<file path="config.mk">
export PLATFORM = sky130hd
export DESIGN_NAME = dmem_access_ctrl
export DESIGN_NICKNAME = d
export VERILOG_FILES = /design/src/rtl/dmem_access_ctrl.sv
export SDC_FILE = /design/constraint.sdc
export NUM_CORES = 1
export LEC_CHECK = 0
export BUFFER_PORTS_ARGS = -buffer_cell sky130_fd_sc_hd__buf_2
export CELL_PAD_IN_SITES_DETAIL_PLACEMENT = 1
export CELL_PAD_IN_SITES_GLOBAL_PLACEMENT = 1
export CORE_AREA = 2 2 180 182
export CTS_CLUSTER_SIZE = 24
export DETAILED_ROUTE_END_ITERATION = 8
export DIE_AREA = 0 0 182 184
export GPL_ROUTABILITY_DRIVEN = 0
export PLACE_DENSITY = 0.68
export SLEW_MARGIN = 5
export SYNTH_ARGS = -nofsm -noshare
export SYNTH_HDL_FRONTEND = slang
export SYNTH_SLANG_ARGS = --single-unit
</file>
<file path="constraint.sdc">
create_clock -name clk -period 3.7 [get_ports clk]
set_clock_uncertainty 0.2 [all_clocks]
set_input_delay 1.11 -clock clk [delete_from_list [all_inputs] [get_ports clk]]
set_output_delay 1.11 -clock clk [all_outputs]
set_load 0.02 [all_outputs]
</file>
<file path="src/rtl/dmem_access_ctrl.sv">
// Y86-64 memory-stage initiator: decodes the data access for one instruction and runs a
// single valid/ready request/response transaction to a multi-cycle data memory.
module dmem_access_ctrl #(
  parameter int ADDR_LIMIT     = 258,
  parameter int TIMEOUT_CYCLES = 16
) (
  input  logic        clk,
  input  logic        reset_n,
  input  logic        start,
  input  logic [3:0]  icode,
  input  logic [63:0] valE,
  input  logic [63:0] valA,
  input  logic [63:0] valP,
  output logic        busy,
  output logic        done,
  output logic [63:0] valM,
  output logic        dmem_error,
  output logic        mem_req,
  output logic        mem_we,
  output logic [63:0] mem_addr,
  output logic [63:0] mem_wdata,
  input  logic        mem_gnt,
  input  logic        mem_rvalid,
  input  logic [63:0] mem_rdata,
  input  logic        mem_err
);

  localparam logic [63:0] ADDR_LIM = 64'(ADDR_LIMIT);
  localparam logic [7:0]  TIMEOUT  = 8'(TIMEOUT_CYCLES);

  typedef enum logic [1:0] {IDLE, REQ, WAIT, DONE} state_e;

  state_e      state_q;
  logic [7:0]  cnt_q;
  logic [7:0]  cnt_d;
  logic        req_q;
  logic        we_q;
  logic        done_q;
  logic        err_q;
  logic [63:0] addr_q;
  logic [63:0] wdata_q;
  logic [63:0] valm_q;

  logic        is_wr;
  logic        is_rd;
  logic        is_mem;
  logic        legal;
  logic [63:0] dec_addr;
  logic [63:0] dec_wdata;

  always_comb begin
    is_wr     = (icode == 4'h4) || (icode == 4'hA) || (icode == 4'h8);
    is_rd     = (icode == 4'h5) || (icode == 4'h9) || (icode == 4'hB);
    is_mem    = is_wr || is_rd;
    // popq/ret address through the stack pointer carried in valA
    dec_addr  = ((icode == 4'h9) || (icode == 4'hB)) ? valA : valE;
    dec_wdata = 64'd0;
    if ((icode == 4'h4) || (icode == 4'hA)) begin
      dec_wdata = valA;
    end else if (icode == 4'h8) begin
      dec_wdata = valP;
    end
    legal     = is_mem && (dec_addr < ADDR_LIM);
    cnt_d     = cnt_q + 8'd1;
  end

  assign busy = reset_n && ((state_q == REQ) || (state_q == WAIT) ||
                            ((state_q == IDLE) && start && legal));

  always_ff @(posedge clk or negedge reset_n) begin
    if (!reset_n) begin
      state_q <= IDLE;
      cnt_q   <= 8'd0;
      req_q   <= 1'b0;
      we_q    <= 1'b0;
      done_q  <= 1'b0;
      err_q   <= 1'b0;
      addr_q  <= 64'd0;
      wdata_q <= 64'd0;
      valm_q  <= 64'd0;
    end else begin
      done_q <= 1'b0;
      case (state_q)
        IDLE: begin
          if (start) begin
            if (legal) begin
              state_q <= REQ;
              req_q   <= 1'b1;
              we_q    <= is_wr;
              addr_q  <= dec_addr;
              wdata_q <= dec_wdata;
              err_q   <= 1'b0;
            end else begin
              // non-memory ops finish clean, out-of-range memory ops finish in error
              state_q <= DONE;
              done_q  <= 1'b1;
              err_q   <= is_mem;
            end
          end
        end
        REQ: begin
          if (mem_gnt) begin
            req_q <= 1'b0;
            if (mem_rvalid) begin
              state_q <= DONE;
              done_q  <= 1'b1;
              err_q   <= mem_err;
              if (!we_q) valm_q <= mem_rdata;
            end else begin
              state_q <= WAIT;
              cnt_q   <= 8'd0;
            end
          end
        end
        WAIT: begin
          if (mem_rvalid) begin
            state_q <= DONE;
            done_q  <= 1'b1;
            err_q   <= mem_err;
            if (!we_q) valm_q <= mem_rdata;
          end else if (cnt_d == TIMEOUT) begin
            state_q <= DONE;
            done_q  <= 1'b1;
            err_q   <= 1'b1;
          end else begin
            cnt_q <= cnt_d;
          end
        end
        default: state_q <= IDLE;
      endcase
    end
  end

  assign done       = done_q;
  assign valM       = valm_q;
  assign dmem_error = err_q;
  assign mem_req    = req_q;
  assign mem_we     = we_q;
  assign mem_addr   = addr_q;
  assign mem_wdata  = wdata_q;

endmodule

</file>
=== Word-level counts from Yosys, hierarchy flattened ===
Cells that the tools add are included.

* Output and inout bits: 197
* Input port bits: 266
* Register bits after elaboration: 206
* Word-level logic and storage cells: 87

* Multiplexer cells: 37
* Reductions and logical operators: 22
* Add/subtract/negate cells: 1
* Magnitude comparators: 1
* Equality and inequality tests: 17

{| class="wikitable"
|+ Operators by type and width
! kind !! number
|-
| 64-bit 2-to-1 mux || 6
|-
| 64-bit case mux with 2 select lines || 1
|-
| 64-bit by 9-bit < comparator with 1-bit output, second input constant || 1
|-
| 8-bit 2-to-1 mux || 4
|-
| 4-bit == test, second input constant || 4
|-
| 1-bit 2-to-1 mux || 16
|-
| 8-bit case mux with 2 select lines || 1
|-
| 2-bit != test, second input constant || 7
|-
| 2-bit 2-to-1 mux || 5
|-
| 5-bit AND reduction || 2
|-
| 8-bit by 1-bit adder with 8-bit output, second input constant || 1
|-
| 4-bit by 3-bit == test with 1-bit output, second input constant || 2
|-
| 8-bit by 5-bit == test with 1-bit output, second input constant || 1
|-
| 1-bit logical OR || 8
|-
| 1-bit case mux with 3 select lines || 2
|-
| 2-bit case mux with 3 select lines || 1
|-
| 3-bit AND reduction || 2
|-
| 1-bit logical AND || 4
|-
| 4-bit AND reduction || 1
|-
| 2-bit nonzero test || 2
|-
| 3-bit by 2-bit != test with 1-bit output, second input constant || 1
|-
| 3-bit nonzero test || 1
|-
| 2-bit by 1-bit == test with 1-bit output, second input constant || 1
|-
| 2-bit == test, second input constant || 1
|-
| 3 further kinds || 3
|}

=== Logic depth before layout (Yosys ltp) ===
Gate-level depths: netlist (run 1).

* Depth after elaboration: 8
* Gate-level depth with buffers: 9
* Mapped depth without buffers: 7

=== Worst setup path after synthesis (run 1) ===
Ideal clock, no wire load.

* Path type: input to output
* Start: input icode[2]
* End: output busy
* Arrival: 2.784 ns
* Buffers on the path: 1
* Required time: 2.390 ns
* Slack: -0.394 ns
* Stages on the path: 6
* Cells stage by stage: nand3b_2 and2_1 a221oi_2 o2111ai_1 clkbuf_1 a21boi_0

* Cells in the longest elaborated chain, start to end: 8
* Elaborated cells between the ends (all ways): 18
* Those cells by class: 1 x order compare; 6 x eq/ne; 1 x mux; 10 x reduce/logical

{| class="wikitable"
|+ RTL lines
! item !! RTL line !! text
|-
| start, declared || 10 || <nowiki>input logic [3:0] icode,</nowiki>
|-
| 4-bit == test, or another cell as far along || 53, 56 ||
|-
| 1-bit logical OR (on tied branches) || 56, 52, 53 ||
|-
| 64-bit 2-to-1 mux, or another cell as far along || 56 || <nowiki>dec_addr = ((icode == 4'h9) || (icode == 4'hB)) ? valA : valE;</nowiki>
|-
| 64-bit by 9-bit < comparator with 1-bit output or 1-bit logical OR (tied branches) || 63, 54 ||
|-
| 1-bit logical AND (*) || 63 || <nowiki>legal = is_mem && (dec_addr < ADDR_LIM);</nowiki>
|-
| 1-bit logical AND (*) || 68 || <nowiki>((state_q == IDLE) && start && legal));</nowiki>
|-
| 1-bit logical OR (*) || 67 || <nowiki>assign busy = reset_n && ((state_q == REQ) || (state_q == WAIT) ||</nowiki>
|-
| 1-bit logical AND (*) || 67 ||
|-
| end, declared || 14 || <nowiki>output logic busy,</nowiki>
|}

Every way passes the cells marked *; elsewhere a longest branch is shown, timed or not.

=== Final worst setup path (run 1) ===
* Start: input valE[22]
* End: output busy

* Cells in the longest elaborated chain, start to end: 6

{| class="wikitable"
|+ RTL lines
! item !! RTL line !! text
|-
| start, declared || 11 || <nowiki>input logic [63:0] valE,</nowiki>
|-
| 64-bit 2-to-1 mux || 56 ||
|-
| 64-bit by 9-bit < comparator with 1-bit output || 63 ||
|-
| 1-bit logical AND || 63 ||
|-
| 1-bit logical AND || 68 ||
|-
| 1-bit logical OR || 67 ||
|-
| 1-bit logical AND || 67 ||
|}

No other way between the ends.

==> out/qor.log, run 1 <==
qor: power.post-layout-total-power 7.64 mW
qor: clock_tree.cts-buffers-inserted 24
qor: final_layout.stdcell_area 13,000 sq um
qor: setup_path.cp_data_arrival_time 2.61 ns
qor: flow_run.cap_viol_max_count 0
qor: clock_tree.clock_sinks 206
qor: placed_design.place.detailed.instances 1,628
qor: power.cellLeakagePower 6.60 nW
qor: placed_design.number_of_i_o_port_buffers 462
qor: placed_design.postPlaceCellArea 11,900 sq um
qor: synth.post_synth_net_total 1,005
qor: placed_design.place.detailed.hpwl 25,000 um
qor: timing.timing.setup.tns -0.217 ns
qor: final_layout.layout.cells.most_common_list buf_2, dfrtp_1, nand2_1
qor: floorplanning.initial_utilization 27.3%
qor: clock_tree.worstSkewPairLatency 0.52 ns
qor: outcome.outcome complete, but fails checks
qor: routing.detail_route.iter0.violations 398
qor: clock_tree.clkSlewWorstSetupHoldPaths 0.05 ns
qor: routing.route.detailed.wl_per_inst 19.8 um
qor: worst_hold_path.hold_path_class reg -> reg
qor: grt.global_router_s_overall_resource_usage 19.0%
qor: final_layout.antenna-diode-count 0
qor: routing.drt-pass1-iter-count 4
qor: grt.grt_max_degree 85
qor: power.power-per-cell-area 588 nW/um^2
qor: clock_tree.tritoncts_clock_tree done
qor: setup_path.critical_path.endpoint_type output pin
qor: synth.avgSynthCellArea 11.7 sq um
qor: grt.global_route.overflow_total 0
qor: final_layout.layout.core_utilization 41.4%
qor: floorplanning.coreArea 31,400 sq um
qor: final_layout.leading_cell_type_in_the_layout_fill_and_taps_excluded buf_2
qor: timing.timing_hold_violations_final 0
qor: synth.synth.distinct_cells 52
qor: clock_tree.htreeDepth 1
qor: timing.setup_viol 1
qor: final_layout.drive_above_1_share 53.2%
qor: floorplanning.die_area 33,500 sq um
qor: synth.ffs_w_async_s_r_synth 100%
qor: clock_tree.clk_path_buf_depth 3
qor: floorplanning.die_w 182 um
qor: timing.minimum_clock_period_after_layout 3.92 ns
qor: setup_path.worst-setup-path-type in -> out
qor: synth.synth_top_area_share 60.0%
qor: floorplanning.floorplan.io_pins 463
qor: outcome.violations negative setup slack
qor: timing.rsz0062_at_grt true
qor: routing.routed_wirelength 33,000 um
qor: final_layout.layout-area-overhead-vs-synth 51.3%
qor: setup_path.timing.critical_path.from_type input port
qor: final_layout.fin_nets 1,522
qor: timing.max_clock_freq 255 MHz
qor: synth.number_of_flops_mapped_to_enable_cells_by_yosys 0
qor: synth.synth_sequential_area_ratio 60.0%
qor: timing.slew_viol_final 0
qor: clock_tree.postCtsHoldBufs 0
qor: synth.mappedNetlistArea 8580 sq um
qor: routing.vias 7,980
qor: grt.grt_pass1_vias 8,542
qor: timing.period_share 106%
qor: synth.ys.warnings.count 0
qor: power.vdd_ir_drop_max 0.314 mV
qor: timing.setup_ws -0.217 ns
qor: setup_path.required_worst_endpoint 2.39 ns
qor: grt.grt_first_pass_wirelength 49,700 um
qor: grt.grt_antenna_before_repair 0
qor: timing.slew_headroom 37.3%
qor: synth.netlist.top_cell.by_area dfrtp_1
qor: floorplanning.fp-row-count 65
qor: synth.post_synthesis_sequential_element_count 206
qor: floorplanning.die_height 184 um
qor: routing.ant_nets 0
qor: timing.worst_pin_slew 0.941 ns
qor: routing.drt-vias-per-instance 4.78
qor: routing.route.detailed.drc 0
qor: synth.post_synth_main_area_contributors dfrtp_1, mux2_2, a22oi_1
qor: synth.synthCells 734
qor: final_layout.finish.cell_count_without_fillers 1,668
qor: setup_path.critical_path.max_fanout 2
qor: clock_tree.clk_root_buffer_cell clkbuf_16
qor: synth.postSynth.topFlopCell dfrtp_1
-- layout make-up --
class                           instances  area (sq um)
Clock buffer                           32           681
Clock inverter                          9           135
Fill cell                            3603         18400
Inverter                               11          41.3
Multi-Input combinational cell        473          3480
Sequential cell                       206          5150
Tap cell                              402           503
Timing Repair Buffer                  535          3000
-- cells in the mapped netlist, types with 2 or more instances --
cell and n:
a2111o_1 2, a211oi_1 4, a21oi_1 6, a22oi_1 65, and2_1 57, and3_1 2, buf_6 7, clkbuf_1 36
dfrtp_1 206, ha_1 5, inv_1 11, mux2_2 65, mux2i_1 9, nand2_1 86, nand3_1 4, nand4_1 6
nor2_1 7, nor2b_1 4, nor3_1 7, nor4_1 28, o21ai_0 23, o21ai_1 59, o31ai_1 3, or3_1 4
-- state kept, by name (all words and copies together) (netlist names) --
register and flops:
cnt_q 8, mem_we 1, valM 64, mem_wdata 64
mem_req 1, dmem_error 1, state_q 2, done 1
mem_addr 64
-- metrics by stage --
| stage | worst slack, ns | hold slack (ns) |
|---|---|---|
| 2_1_floorplan | -0.0313 | 0.279 |
| 3_3_place_gp | -0.678 | 0.262 |
| 3_5_place_dp | -0.650 | 0.266 |
| 4_1_cts | -0.270 | 0.284 |
| 5_1_grt | -0.337 | 0.295 |
| 6_report | -0.217 | 0.275 |
-- worst paths after layout --
path / startpoint / end / slack (ns) / cells past startpoint
worst max-delay path: valE[22] / busy / -0.22 / 8
worst min-delay path: mem_addr[16] / mem_addr[16] / 0.28 / 1
worst max register to register: state_q[1] / mem_addr[48] / 0.99 / 8
worst min register to register: mem_addr[16] / mem_addr[16] / 0.28 / 1
max in group asynchronous: reset_n / mem_wdata[16] / 1.59 / 3
min in group asynchronous: reset_n / mem_wdata[61] / 0.43 / 2
-- worst max-delay path, stage by stage --
cell and delay (ns):
buf_2 0.10, nor4_2 0.28, nand4_1 0.18, nor3_2 0.28
buf_4 0.18, o2111ai_4 0.16, a21boi_4 0.18, buf_6 0.13
-- routing by layer --
metal  up-vias  track usage (%)  share of wire [%]
met5         -                0                  0
met4         0             5.42                2.4
met3        55             3.65                6.1
met2       295             34.0                 51
met1      3949             23.4                 40
li1       3681                -                  -
-- where the power goes --
group,switching (mW),internal (mW)
Sequential,0.217,2.66
Clock,0.944,1.50
Combinational,1.29,1.03
-- cell families (layout without fill, tap and decap cells) --
family	Yosys count	count (layout)	share of synthesized area (%)
compound gates	180	180	13.6
xor+xnor	1	1	0.102
fa+ha+maj	5	5	0.729
buf+inv	55	587	3.06
flops	206	206	60.0
mux	74	74	9.58
simple gates	213	213	12.9
-- what timing repair did --
action / 4_1_cts / 5_1_grt
pin swaps: 9 / 13
endpoints found under the setup margin: 85 / 11
resized for setup: 24 / 29
setup buffers: 0 / 0
Note: power is estimated with default switching activity, not from simulation.
==> inputs of run 2 (changes only) <==
Settings changed: BUFFER_PORTS_ARGS -buffer_cell sky130_fd_sc_hd__buf_2 to -buffer_cell sky130_fd_sc_hd__clkbuf_2.
==> out/qor.log, run 2 (synthesis gave the netlist of run 1 again) <==
qor: outcome.outcome complete, but fails checks
qor: outcome.violations negative setup slack
qor: grt.globalRouteMet3Util 3.25% [-0.40 points]
qor: grt.grt_busiest_layer met2
qor: floorplanning.fp-row-count 65 [unchanged]
qor: setup_path.critical_path_cell_sequence clkbuf_16 > nor4_4 > buf_4 > nand3_4 > a221oi_4 > o2111ai_4 > a21boi_4 > buf_8
qor: timing.slew_viol_final 0 [unchanged]
qor: grt.global_route.overflow_total 0 [unchanged]
qor: timing.timing_hold_violations_final 0 [unchanged]
qor: routing.ant_nets 0 [unchanged]
qor: clock_tree.cts-buffers-inserted 25 [+4.2%]
qor: setup_path.critical_path.max_fanout 2 [unchanged]
qor: floorplanning.die_height 184 um [unchanged]
qor: placed_design.place.detailed.hpwl 24,800 um [-0.48%]
qor: floorplanning.floorplan.io_pins 463 [unchanged]
qor: timing.worst_pin_slew 0.868 ns [-0.0733 ns]
qor: clock_tree.clock_sinks 206 [unchanged]
qor: grt.grt.met2_usage 34.4% [+0.43 points]
qor: setup_path.timing.critical_path.from_type input port
qor: final_layout.drive_above_1_share 53.4% [+0.20 points]
qor: routing.route.detailed.wl_per_inst 19.6 um [-0.91%]
qor: routing.drt-vias-per-instance 4.74 [-0.94%]
qor: power.vdd_ir_drop_max 0.369 mV [+17%]
qor: setup_path.critical_path.endpoint_type output pin
qor: final_layout.fin_nets 1,533 [+0.72%]
qor: routing.vias 7,971 [-0.11%]
qor: flow_run.cap_viol_max_count 0 [unchanged]
qor: timing.max_clock_freq 254 MHz [-0.63%]
qor: clock_tree.tritoncts_clock_tree done
qor: grt.grt_first_pass_wirelength 49,600 um [-0.20%]
qor: setup_path.crit_path_max_incr_delay 0.35 ns [+0.07 ns]
qor: timing.rsz0062_at_grt true
qor: final_layout.layout-area-overhead-vs-synth 52.6%
qor: grt.global_router_s_overall_resource_usage 19.1% [+0.051 points]
qor: final_layout.layout.cells.most_common_list clkbuf_2, dfrtp_1, nand2_1
qor: grt.grt_antenna_before_repair 0 [unchanged]
qor: power.post-layout-total-power 7.92 mW [+3.8%]
qor: clock_tree.clk_root_buffer_cell clkbuf_16
qor: grt.grt_max_degree 142 [+67%]
qor: floorplanning.coreArea 31,400 sq um [unchanged]
qor: timing.fin_worst_hold_slack 0.280 ns [+0.00420 ns]
qor: routing.detail_route.iter0.violations 364 [-8.5%]
qor: final_layout.antenna-diode-count 0 [unchanged]
qor: timing.period_share 107% [+0.67 points]
qor: grt.grt_pass1_vias 8,496 [-0.54%]
qor: timing.setup_ws -0.242 ns [-0.0248 ns]
qor: floorplanning.die_area 33,500 sq um [unchanged]
qor: placed_design.number_of_i_o_port_buffers 462 [unchanged]
qor: routing.routed_wirelength 33,000 um [about the same]
qor: power.power-per-cell-area 605 nW/um^2 [+2.9%]
qor: final_layout.leading_cell_type_in_the_layout_fill_and_taps_excluded clkbuf_2
qor: grt.grtUsageMet1 23.5% [+0.17 points]
qor: power.cellLeakagePower 6.63 nW [+0.47%]
qor: timing.setup_viol 1 [unchanged]
qor: setup_path.slowest_cell_on_the_critical_path a221oi_4
qor: setup_path.cp_data_arrival_time 2.63 ns [+0.02 ns]
qor: clock_tree.clkSlewWorstSetupHoldPaths 0.06 ns [about the same]
qor: timing.minimum_clock_period_after_layout 3.94 ns [+0.0248 ns]
qor: timing.timing.setup.tns -0.242 ns [-0.0248 ns]
qor: timing.slew_headroom 42.2% [+4.9 points]
qor: worst_hold_path.hold_path_class reg -> reg
qor: setup_path.worst-setup-path-type in -> out
qor: clock_tree.clk_path_buf_depth 3 [unchanged]
qor: routing.drt-pass1-iter-count 5 [+1]
qor: floorplanning.initial_utilization 27.3% [unchanged]
qor: clock_tree.worstSkewPairLatency 0.51 ns [about the same]
qor: clock_tree.htreeDepth 1 [unchanged]
qor: setup_path.required_worst_endpoint 2.39 ns [about the same]
qor: routing.route.detailed.drc 0 [unchanged]
qor: floorplanning.die_w 182 um [unchanged]
-- run 2: through the flow --
stage	util (%)	cell area [sq um]	setup slack [ns]	cells
final	41.7	13100	-0.242	1682
after global routing	41.7	13100	-0.328	1682
after global placement	38.1	12000	-0.627	1636
after floorplan	-	8660	-0.0313	734
after CTS	41.4	13000	-0.313	1681
after detailed placement	38.1	12000	-0.645	1636
-- run 2: report_power, final --
| group | switching (mW) | leakage (nW) | total [mW] | internal (mW) |
|---|---|---|---|---|
| sequential | 0.231 | 2.72 | 2.89 | 2.66 |
| combinational | 1.28 | 3.45 | 2.30 | 1.02 |
| clock | 0.970 | 0.458 | 2.73 | 1.76 |
-- run 2: per-layer routing --
metal / vias up / part of all wire (%)
li1: 3701 / -
met2: 281 / 52
met3: 48 / 5.3
met1: 3941 / 41
met5: - / 0
met4: 0 / 2.2
-- run 2: layout make-up --
cell class / count / area, sq um
fillers: 3605 / 18300
flip-flops and latches: 206 / 5150
multi-input cells: 473 / 3400
repair buffers: 545 / 3070
clock buffers: 36 / 757
well taps: 402 / 503
clock inverters: 9 / 176
inverters: 11 / 41.3
-- run 2: timing repair --
action,4_1_cts,5_1_grt
endpoints found under the setup margin,87,5
resized for setup,15,22
setup buffers,2,1
hold buffers,0,0
gates cloned,0,0
pin swaps,8,11
-- run 2: worst paths after layout --
kind / from / to / slack [ns] / depth (start not counted)
setup / recovery: valA[49] / busy / -0.24 / 8
hold / removal: mem_wdata[23] / mem_wdata[23] / 0.28 / 2
setup reg to reg: state_q[0] / mem_addr[53] / 1.00 / 8
hold reg to reg: mem_wdata[23] / mem_wdata[23] / 0.28 / 2
max in group asynchronous: reset_n / valM[46] / 1.29 / 3
min in group asynchronous: reset_n / done / 0.46 / 2
-- run 2: critical path: cells and delay by family --
kind	cells	cell delay, ns
AOI/OAI and AO/OA	3	0.75
buffers and inverters	3	0.43
and+or+nand+nor	2	0.34
==> inputs of run 3 (changes only) <==
Settings changed: CORE_AREA 2 2 180 182 to 2 2 183 185, DIE_AREA 0 0 182 184 to 0 0 185 187, PLACE_DENSITY 0.68 to 0.66.
Clock period 3.7 ns to 4.7 ns, I/O delays scaled along.
==> out/qor.log, run 3 (synthesis gave the netlist of run 1 again) <==
qor: setup_path.reg2reg_to mem_wdata[19]
qor: routing.route.detailed.wl_per_inst 19.3 um [-1.9%]
qor: setup_path.worst-setup-path-type in -> out
qor: final_layout.leading_cell_type_in_the_layout_fill_and_taps_excluded clkbuf_2
qor: floorplanning.die_w 185 um [+1.6%]
qor: final_layout.fin_nets 1,482 [-3.3%]
qor: flow_run.cap_viol_max_count 0 [unchanged]
qor: setup_path.timing.critical_path.from_type input port
qor: outcome.outcome finished, final reports clean
qor: floorplanning.fp-row-count 67 [+3.1%]
qor: power.vdd_ir_drop_max 0.204 mV [-45%]
qor: routing.drt-pass1-iter-count 5 [unchanged]
qor: clock_tree.htreeDepth 1 [unchanged]
qor: final_layout.fill_cell_total_of_the_finished_layout 3,785 [+5.0%]
qor: clock_tree.tritoncts_clock_tree done
qor: setup_path.setup.worst_path.start valA[27]
qor: power.cellLeakagePower 6.29 nW [-5.1%]
qor: final_layout.antenna-diode-count 0 [unchanged]
qor: setup_path.regToRegStartpoint state_q[0]
qor: grt.grt_first_pass_wirelength 49,400 um [-0.35%]
qor: grt.global_route.overflow_total 0 [unchanged]
qor: setup_path.required_worst_endpoint 3.09 ns [+0.70 ns]
qor: worst_hold_path.hold_path_class reg -> reg
qor: final_layout.drive_above_1_share 50.2% [-3.2 points]
qor: routing.detail_route.iter0.violations 295 [-19%]
qor: floorplanning.coreArea 32,900 sq um [+4.7%]
qor: routing.drt-vias-per-instance 4.68 [-1.3%]
qor: setup_path.reg2regPathDepth 10 [+2]
qor: floorplanning.die_height 187 um [+1.6%]
qor: grt.grt_max_degree 136 [-4.2%]
qor: timing.timing_hold_violations_final 0 [unchanged]
qor: routing.routed_wirelength 32,300 um [-2.2%]
qor: setup_path.critical_path.endpoint_type output pin
qor: routing.route.detailed.drc 0 [unchanged]
qor: routing.ant_nets 0 [unchanged]
qor: timing.max_clock_freq 216 MHz
qor: setup_path.cp_data_arrival_time 3.02 ns [+0.39 ns]
qor: placed_design.dp_slack -0.489 ns [+0.156 ns]
qor: timing.slew_viol_final 0 [unchanged]
qor: placed_design.place.detailed.hpwl 24,600 um [-1.1%]
qor: timing.fin_worst_hold_slack 0.276 ns [-0.00388 ns]
qor: clock_tree.clkSlewWorstSetupHoldPaths 0.06 ns [about the same]
qor: clock_tree.postCtsHoldBufs 0 [unchanged]
qor: setup_path.critical_path.max_fanout 2 [unchanged]
qor: floorplanning.floorplan.io_pins 463 [unchanged]
qor: timing.worst_pin_slew 0.894 ns [+0.0267 ns]
qor: clock_tree.clk_root_buffer_cell clkbuf_16
qor: placed_design.postPlaceCellArea 11,600 sq um [-3.4%]
qor: power.power-per-cell-area 478 nW/um^2 [-21%]
qor: timing.timing.setup.tns 0 ns [+0.242 ns]
qor: timing.period_share 98.6%
qor: grt.grt_pass1_vias 8,401 [-1.1%]
qor: grt.grt_antenna_before_repair 2 [+2]
qor: power.post-layout-total-power 5.99 mW [-24%]
qor: clock_tree.worstSkewPairLatency 0.52 ns [about the same]
qor: grt.global_router_s_overall_resource_usage 18.4% [-0.67 points]
qor: placed_design.number_of_i_o_port_buffers 462 [unchanged]
qor: setup_path.r2r_setup_slack 1.66 ns [+0.66 ns]
qor: timing.setup_viol 0 [-1]
qor: routing.vias 7,852 [-1.5%]
qor: timing.setup_ws 0.0679 ns [+0.310 ns]
qor: final_layout.layout-area-overhead-vs-synth 46.0%
qor: floorplanning.die_area 34,600 sq um [+3.3%]
qor: floorplanning.initial_utilization 26.1% [-1.2 points]
qor: clock_tree.clk_path_buf_depth 3 [unchanged]
qor: timing.minimum_clock_period_after_layout 4.63 ns
qor: timing.rsz0062_at_grt true
qor: clock_tree.cts-buffers-inserted 25 [unchanged]
qor: clock_tree.clock_sinks 206 [unchanged]
qor: timing.slew_headroom 40.4% [-1.8 points]
qor: setup_path.end_point_of_the_critical_path busy
qor: final_layout.layout.cells.most_common_list clkbuf_2, dfrtp_1, nand2_1
qor: final_layout.stdcell_area 12,500 sq um [-4.3%]
[run 3: changes by cell type in the layout (fill, tap and decap cells not counted), moves of 2 or more]
cell / previous run / this run
nor4_2: 10 / 4
nor4_1: 14 / 20
bufinv_16: 5 / 2
nor3_1: 3 / 6
buf_4: 76 / 29
nor3_2: 4 / 1
clkbuf_1: 2 / 6
clkbuf_2: 456 / 460
buf_6: 4 / 0
buf_12: 6 / 4
[run 3: through the flow]
stage,utilization (%),std cells
floorplan,-,734
detailed placement,35.2,1631
global placement,35.2,1631
CTS,38.1,1678
finish,38.1,1678
global route,38.1,1678
[run 3: layout make-up]
cell class | count | area, sq um | share of cell area [%]
clock buffer | 39 | 758 | 6.05
clock inverter | 7 | 93.8 | 0.749
inverter | 11 | 41.3 | 0.329
multi-input combinational | 473 | 3310 | 26.4
sequential | 206 | 5150 | 41.1
tap | 448 | 561 | 4.47
timing repair buffer | 494 | 2620 | 20.9
[run 3: repair_timing]
action,in CTS,in global routing
setup buffers,1,0
resized for setup,13,4
endpoints found under the setup margin,1,1
pin swaps,5,4
[run 3: critical path: stages]
cell	delay, ns
clkbuf_2	0.12
nor4_4	0.33
buf_4	0.16
nand4_1	0.19
nor3_2	0.20
buf_4	0.16
o2111ai_4	0.12
a21boi_1	0.16
buf_4	0.16
[run 3: how the worst min path moves through the flow]
stage / from / depth (start not counted) / to
global placement: mem_addr[3] / 2 / mem_addr[3]
finish: mem_wdata[3] / 2 / mem_wdata[3]
detailed placement: mem_wdata[3] / 2 / mem_wdata[3]
global route: mem_addr[13] / 1 / mem_addr[13]
CTS: mem_wdata[3] / 2 / mem_wdata[3]
floorplan: cnt_q[2] / 1 / cnt_q[2]
[run 3: power by group]
part	internal, mW	leakage [nW]	total (mW)	switching [mW]
Clock	1.21	0.414	1.97	0.756
Combinational	0.763	3.15	1.76	0.996
Sequential	2.09	2.72	2.26	0.164
[run 3: per-layer routing]
| layer | vias to the layer above | global-route usage (%) | wire length, um | share of wire [%] |
|---|---|---|---|---|
| met5 | - | 0 | 25 | 0.077 |
| li1 | 3614 | - | - | - |
| met2 | 317 | 32.1 | 15900 | 49 |
| met3 | 38 | 4.75 | 2680 | 8.3 |
| met4 | 4 | 3.11 | 420 | 1.3 |
| met1 | 3879 | 23.1 | 13300 | 41 |
